<file path="src/rtl/pipelined_adder.sv">
// Pipelined unsigned adder: WIDTH-bit A + B + cin, with the carry chain cut
// into STAGES registered slices of SW bits each. Valid/ready handshakes on
// both sides. One global advance lets a stalled output freeze the whole pipe.
module pipelined_adder #(
  parameter int WIDTH  = 8,
  parameter int STAGES = 2
) (
  input  logic             clk,
  input  logic             rst,
  input  logic             s_valid,
  output logic             s_ready,
  input  logic [WIDTH-1:0] A,
  input  logic [WIDTH-1:0] B,
  input  logic             cin,
  output logic             m_valid,
  input  logic             m_ready,
  output logic [WIDTH-1:0] sum,
  output logic             carry
);

  localparam int SW = WIDTH / STAGES;

  // Reject geometries that cannot be sliced evenly.
  if (STAGES < 1 || STAGES > WIDTH || (WIDTH % STAGES) != 0) begin : g_bad_geometry
    $error("pipelined_adder: WIDTH (%0d) must be a multiple of STAGES (%0d), 1 <= STAGES <= WIDTH",
           WIDTH, STAGES);
  end

  // Per-stage state. Operand registers hold the not-yet-added upper bits,
  // shifted down so the next stage always finds its slice in the low SW bits.
  logic              adv;
  logic              valid_reg [STAGES];
  logic              carry_reg [STAGES];
  logic [WIDTH-1:0]  opa_reg   [STAGES];
  logic [WIDTH-1:0]  opb_reg   [STAGES];
  logic [WIDTH-1:0]  sum_reg   [STAGES];

  // The pipeline only moves when the last stage is empty or being drained.
  assign adv     = !valid_reg[STAGES-1] || m_ready;
  assign s_ready = adv;

  assign m_valid = valid_reg[STAGES-1];
  assign sum     = sum_reg[STAGES-1];
  assign carry   = carry_reg[STAGES-1];

  generate
    for (genvar gi = 0; gi < STAGES; gi++) begin : g_stage
      logic [WIDTH-1:0] opa_in;
      logic [WIDTH-1:0] opb_in;
      logic [WIDTH-1:0] sum_in;
      logic             carry_in;
      logic             valid_in;
      logic [SW:0]      slice_next;
      logic [WIDTH-1:0] sum_next;

      if (gi == 0) begin : g_first
        // First slice takes the raw operands and the external carry-in.
        assign opa_in   = A;
        assign opb_in   = B;
        assign sum_in   = '0;
        assign carry_in = cin;
        assign valid_in = s_valid;
      end else begin : g_chain
        // Later slices ripple the registered carry from the stage before.
        assign opa_in   = opa_reg[gi-1];
        assign opb_in   = opb_reg[gi-1];
        assign sum_in   = sum_reg[gi-1];
        assign carry_in = carry_reg[gi-1];
        assign valid_in = valid_reg[gi-1];
      end

      // Slice add: SW-bit sum plus carry out in the top bit.
      assign slice_next = {1'b0, opa_in[SW-1:0]} + {1'b0, opb_in[SW-1:0]}
                        + {{SW{1'b0}}, carry_in};

      // Merge this slice's result into the partial sum carried forward.
      always_comb begin
        sum_next = sum_in;
        sum_next[gi*SW +: SW] = slice_next[SW-1:0];
      end

      // Stage register: cleared on reset, frozen when the pipe is stalled.
      always_ff @(posedge clk) begin
        if (rst) begin
          valid_reg[gi] <= 1'b0;
          carry_reg[gi] <= 1'b0;
          opa_reg[gi]   <= '0;
          opb_reg[gi]   <= '0;
          sum_reg[gi]   <= '0;
        end else if (adv) begin
          valid_reg[gi] <= valid_in;
          carry_reg[gi] <= slice_next[SW];
          opa_reg[gi]   <= opa_in >> SW;
          opb_reg[gi]   <= opb_in >> SW;
          sum_reg[gi]   <= sum_next;
        end
      end
    end
  endgenerate

endmodule

</file>
<file path="config.mk">
export PLATFORM = sky130hd
export DESIGN_NAME = pipelined_adder
export DESIGN_NICKNAME = d
export VERILOG_FILES = /design/src/rtl/pipelined_adder.sv
export SDC_FILE = /design/constraint.sdc
export NUM_CORES = 1
export LEC_CHECK = 0
export CORE_ASPECT_RATIO = 0.7
export CORE_MARGIN = 2
export CORE_UTILIZATION = 25
export DETAILED_ROUTE_END_ITERATION = 6
export GPL_TIMING_DRIVEN = 0
export SYNTH_ARGS = -nofsm -noshare
export SYNTH_HDL_FRONTEND = slang
export SYNTH_SLANG_ARGS = --single-unit
</file>
<file path="constraint.sdc">
create_clock -name clk -period 2.01 [get_ports clk]
set_clock_uncertainty 0.2 [all_clocks]
set_input_delay 0.402 -clock clk [delete_from_list [all_inputs] [get_ports clk]]
set_output_delay 0.402 -clock clk [all_outputs]
set_load 0.005 [all_outputs]
</file>
==> key figures <==
Outcome
  • Outcome: finished, final reports clean

Synthesis
  • Post-Syn Instances: 90
  • Most numerous cell in the Yosys netlist: edfxtp_1
  • Most frequent cells after synthesis: 24 x edfxtp_1, 16 x and3_1, 11 x inv_1, 6 x ha_1
  • Distinct cells, synth: 23
  • Netlist Area Pre-Place: roughly 0.0012 mm2
  • Share of the synthesized area in the top cell type: between 50% and 60%
  • Synth warn: 0
  • Mapped Nets: about 120
  • Synth async-reset ratio: 0%
  • Sequential share of the synthesized area: 59.0%
  • Top post-synthesis cells by area: edfxtp_1 59%, and3_1 8.2%, fa_1 6.6%
  • Top FF cell, synth: edfxtp_1
  • Post-synth EDFFs: 24
  • Syn Area/Cell: 13.6 um2
  • Cell taking the most area after synthesis: edfxtp_1
  • Flops & latches, synth: 24

Power
  • Total power: around 1100 uW
  • Gate power share: a little under a fifth
  • P_int: slightly below 900 uW
  • Max VDD drop: about 0.24 mV
  • NetSw: approximately 250 uW
  • Pwr Density: around 660 mW/mm2
  • Clk pwr share: 25.6%
  • P_leak: between 0.0007 and 0.0008 uW
  • Switching fraction of total power: between 20% and 30%
  • Sequential power share: between 50% and 60%

Floorplanning
  • Width of the chip: 87.6 um
  • Initial Util: between 20% and 30%
  • Chip height: 62.5 um
  • Core area: between 0.004 and 0.005 mm2
  • Die footprint: ~0.0055 mm2
  • Num rows: 21
  • IO Pins: 32

Hold path
  • Hold wc startpoint: sum_reg[0][1]$_SDFFCE_PN0P_
  • Worst hold path stage count: 1
  • Hold Path Class: reg -> reg
  • Hold EP: sum_reg[1][1]$_SDFFCE_PN0P_

Route
  • Total Wirelength: about 2.2 mm
  • Drt via density: ~4.1
  • First-pass iteration count of the detailed router: 4
  • Routed via count: ~800
  • DRC: 0
  • WL/cell: 11.1 um
  • DRT iter0 DRCs: 53
  • Final ANT Viol Nets: 0

Global routing
  • GRT Util Overall: under 10%
  • Initial antenna violation count: 0
  • Vias in the first global route: 846
  • Total gr overflow: 0
  • Pin count of the biggest net entering global routing: 25
  • First-pass GRT wire length: approximately 3.7 mm

CTS
  • Clock sink count: 24
  • CTS Hold Buffers Added: 0
  • CTS clk-pin slew, worst paths: roughly 80 ps
  • CTS Root Cell: clkbuf_8
  • Clock Latency Late Sink: between 200 and 300 ps
  • CTS tree: yes
  • Clock Tree Buf Depth: 2
  • CTS buffer count: 3
  • H-tree lvl count: 1

Timing
  • Tmin final: ~1900 ps
  • Final setup TNS: 0 ps
  • Setup violations, final: 0
  • Final hold slack: between 300 and 400 ps
  • Fmax: roughly 520 MHz
  • Unrepaired setup endpoints after global routing: no
  • Least-Margin Pin Slew: about 600 ps
  • Final worst slack: roughly 80 ps
  • Relative slew slack: around three fifths
  • Hold Vio Cnt, Final: 0
  • Final worst-path cycle share: a little over nine tenths
  • Max-slew violations: 0

Setup path
  • Reg2Reg Depth: 6
  • Worst path required time: 1830 ps
  • Reg-to-Reg End: carry_reg[1]$_SDFFCE_PN0P_
  • Crit end category: flip-flop
  • Critical Setup Path Class: reg -> reg
  • FF-to-FF setup slack: 80 ps
  • CP Launch Type: flip-flop
  • Arrival time worst endpoint: ~1800 ps
  • Worst Path Max Fanout: 2
  • R2r startpoint: carry_reg[0]$_DFFE_PP_

Placed design
  • RD Place Congestion: 0.798
  • Port bufs: 31
  • Cells after DPL: between 150 and 200
  • Setup WS pre-CTS: -584 ps
  • DP HPWL: ~1.6 mm

Layout
  • # diodes: 0
  • Area growth, synth to finish: 37.7%
  • Nets: about 160
  • Ratio of cells with drive above 1 in the final layout: ~17%
  • Largest register FFs: 12
  • Finished Layout Cells: 195

Flow run
  • MaxCap Viol Count: 0
cells by family after synthesis:
family / after synthesis / share of synthesized area [%]
buffers and inverters: 15 / 5.73
adders and majority gates: 10 / 12.7
and+or+nand+nor: 32 / 18.0
muxes: 1 / 0.819
DFF: 24 / 59.0
AOI/OAI and AO/OA: 8 / 3.79
layout make-up:
class                      instances  area [um2]
sequential                        24         721
fill                             476        3070
tap                               69        86.3
timing repair buffer              32         313
clock inverter                     1        3.75
buffer                             3        27.5
clock buffer                       3        41.3
multi-input combinational         51         444
inverter                          12        46.3
power by group through the flow:
stage,Clock [uW],Combinational (uW),Sequential (uW)
5_1_grt,308,237,627
3_3_place_gp,0,205,631
4_1_cts,293,213,622
6_report,285,210,621
3_5_place_dp,0,210,634
2_1_floorplan,0,96.8,634
per-layer routing:
| layer | track usage, % | wire length, um |
|---|---|---|
| met1 | 11.0 | 1050 |
| met2 | 13.8 | 984 |
| met4 | 2.88 | 6 |
| met3 | 3.04 | 133 |
| met5 | 0 | 0 |
cells in the final DEF (no fill, tap or decap), types with 3 or more instances in the layout:
master,instances
a21oi_1,4
and3_1,16
clkbuf_8,3
clkdlybuf4s50_1,27
dlygate4sd2_1,4
edfxtp_1,24
fa_2,4
ha_1,6
inv_1,9
nor2_1,3
nor3_2,3
metrics by stage:
step	utilization (%)	instance area [um2]
3_5_place_dp	34.0	1620
6_report	35.4	1680
4_1_cts	35.3	1680
5_1_grt	35.4	1680
3_3_place_gp	34.0	1620
2_1_floorplan	-	1220
timing repair:
item,CTS,global route
pin swaps,3,2
resized for setup,10,3
setup endpoints to repair,29,2
buffers inserted,1,0
critical path, stage by stage, from the launching register on:
cell and delay (ps):
edfxtp_1 410, fa_2 430, inv_2 70, fa_2 180, and2b_1 200, o21ai_1 120
a21oi_1 90
how the worst max path moves through the flow:
stage                                 from                         end  slack [ps]  depth (start not counted)
2_1_floorplan                         A[0]      carry_reg[0]$_DFFE_PP_          20                          6
3_3_place_gp                          A[0]      carry_reg[0]$_DFFE_PP_        -550                          7
3_5_place_dp                       m_ready  carry_reg[1]$_SDFFCE_PN0P_        -580                          4
4_1_cts        opa_reg[0][0]$_SDFFCE_PN0P_  carry_reg[1]$_SDFFCE_PN0P_          40                          6
5_1_grt             carry_reg[0]$_DFFE_PP_  carry_reg[1]$_SDFFCE_PN0P_           1                          6
6_report            carry_reg[0]$_DFFE_PP_  carry_reg[1]$_SDFFCE_PN0P_          80                          6
No activity file was read; power rests on OpenSTA's default activity.
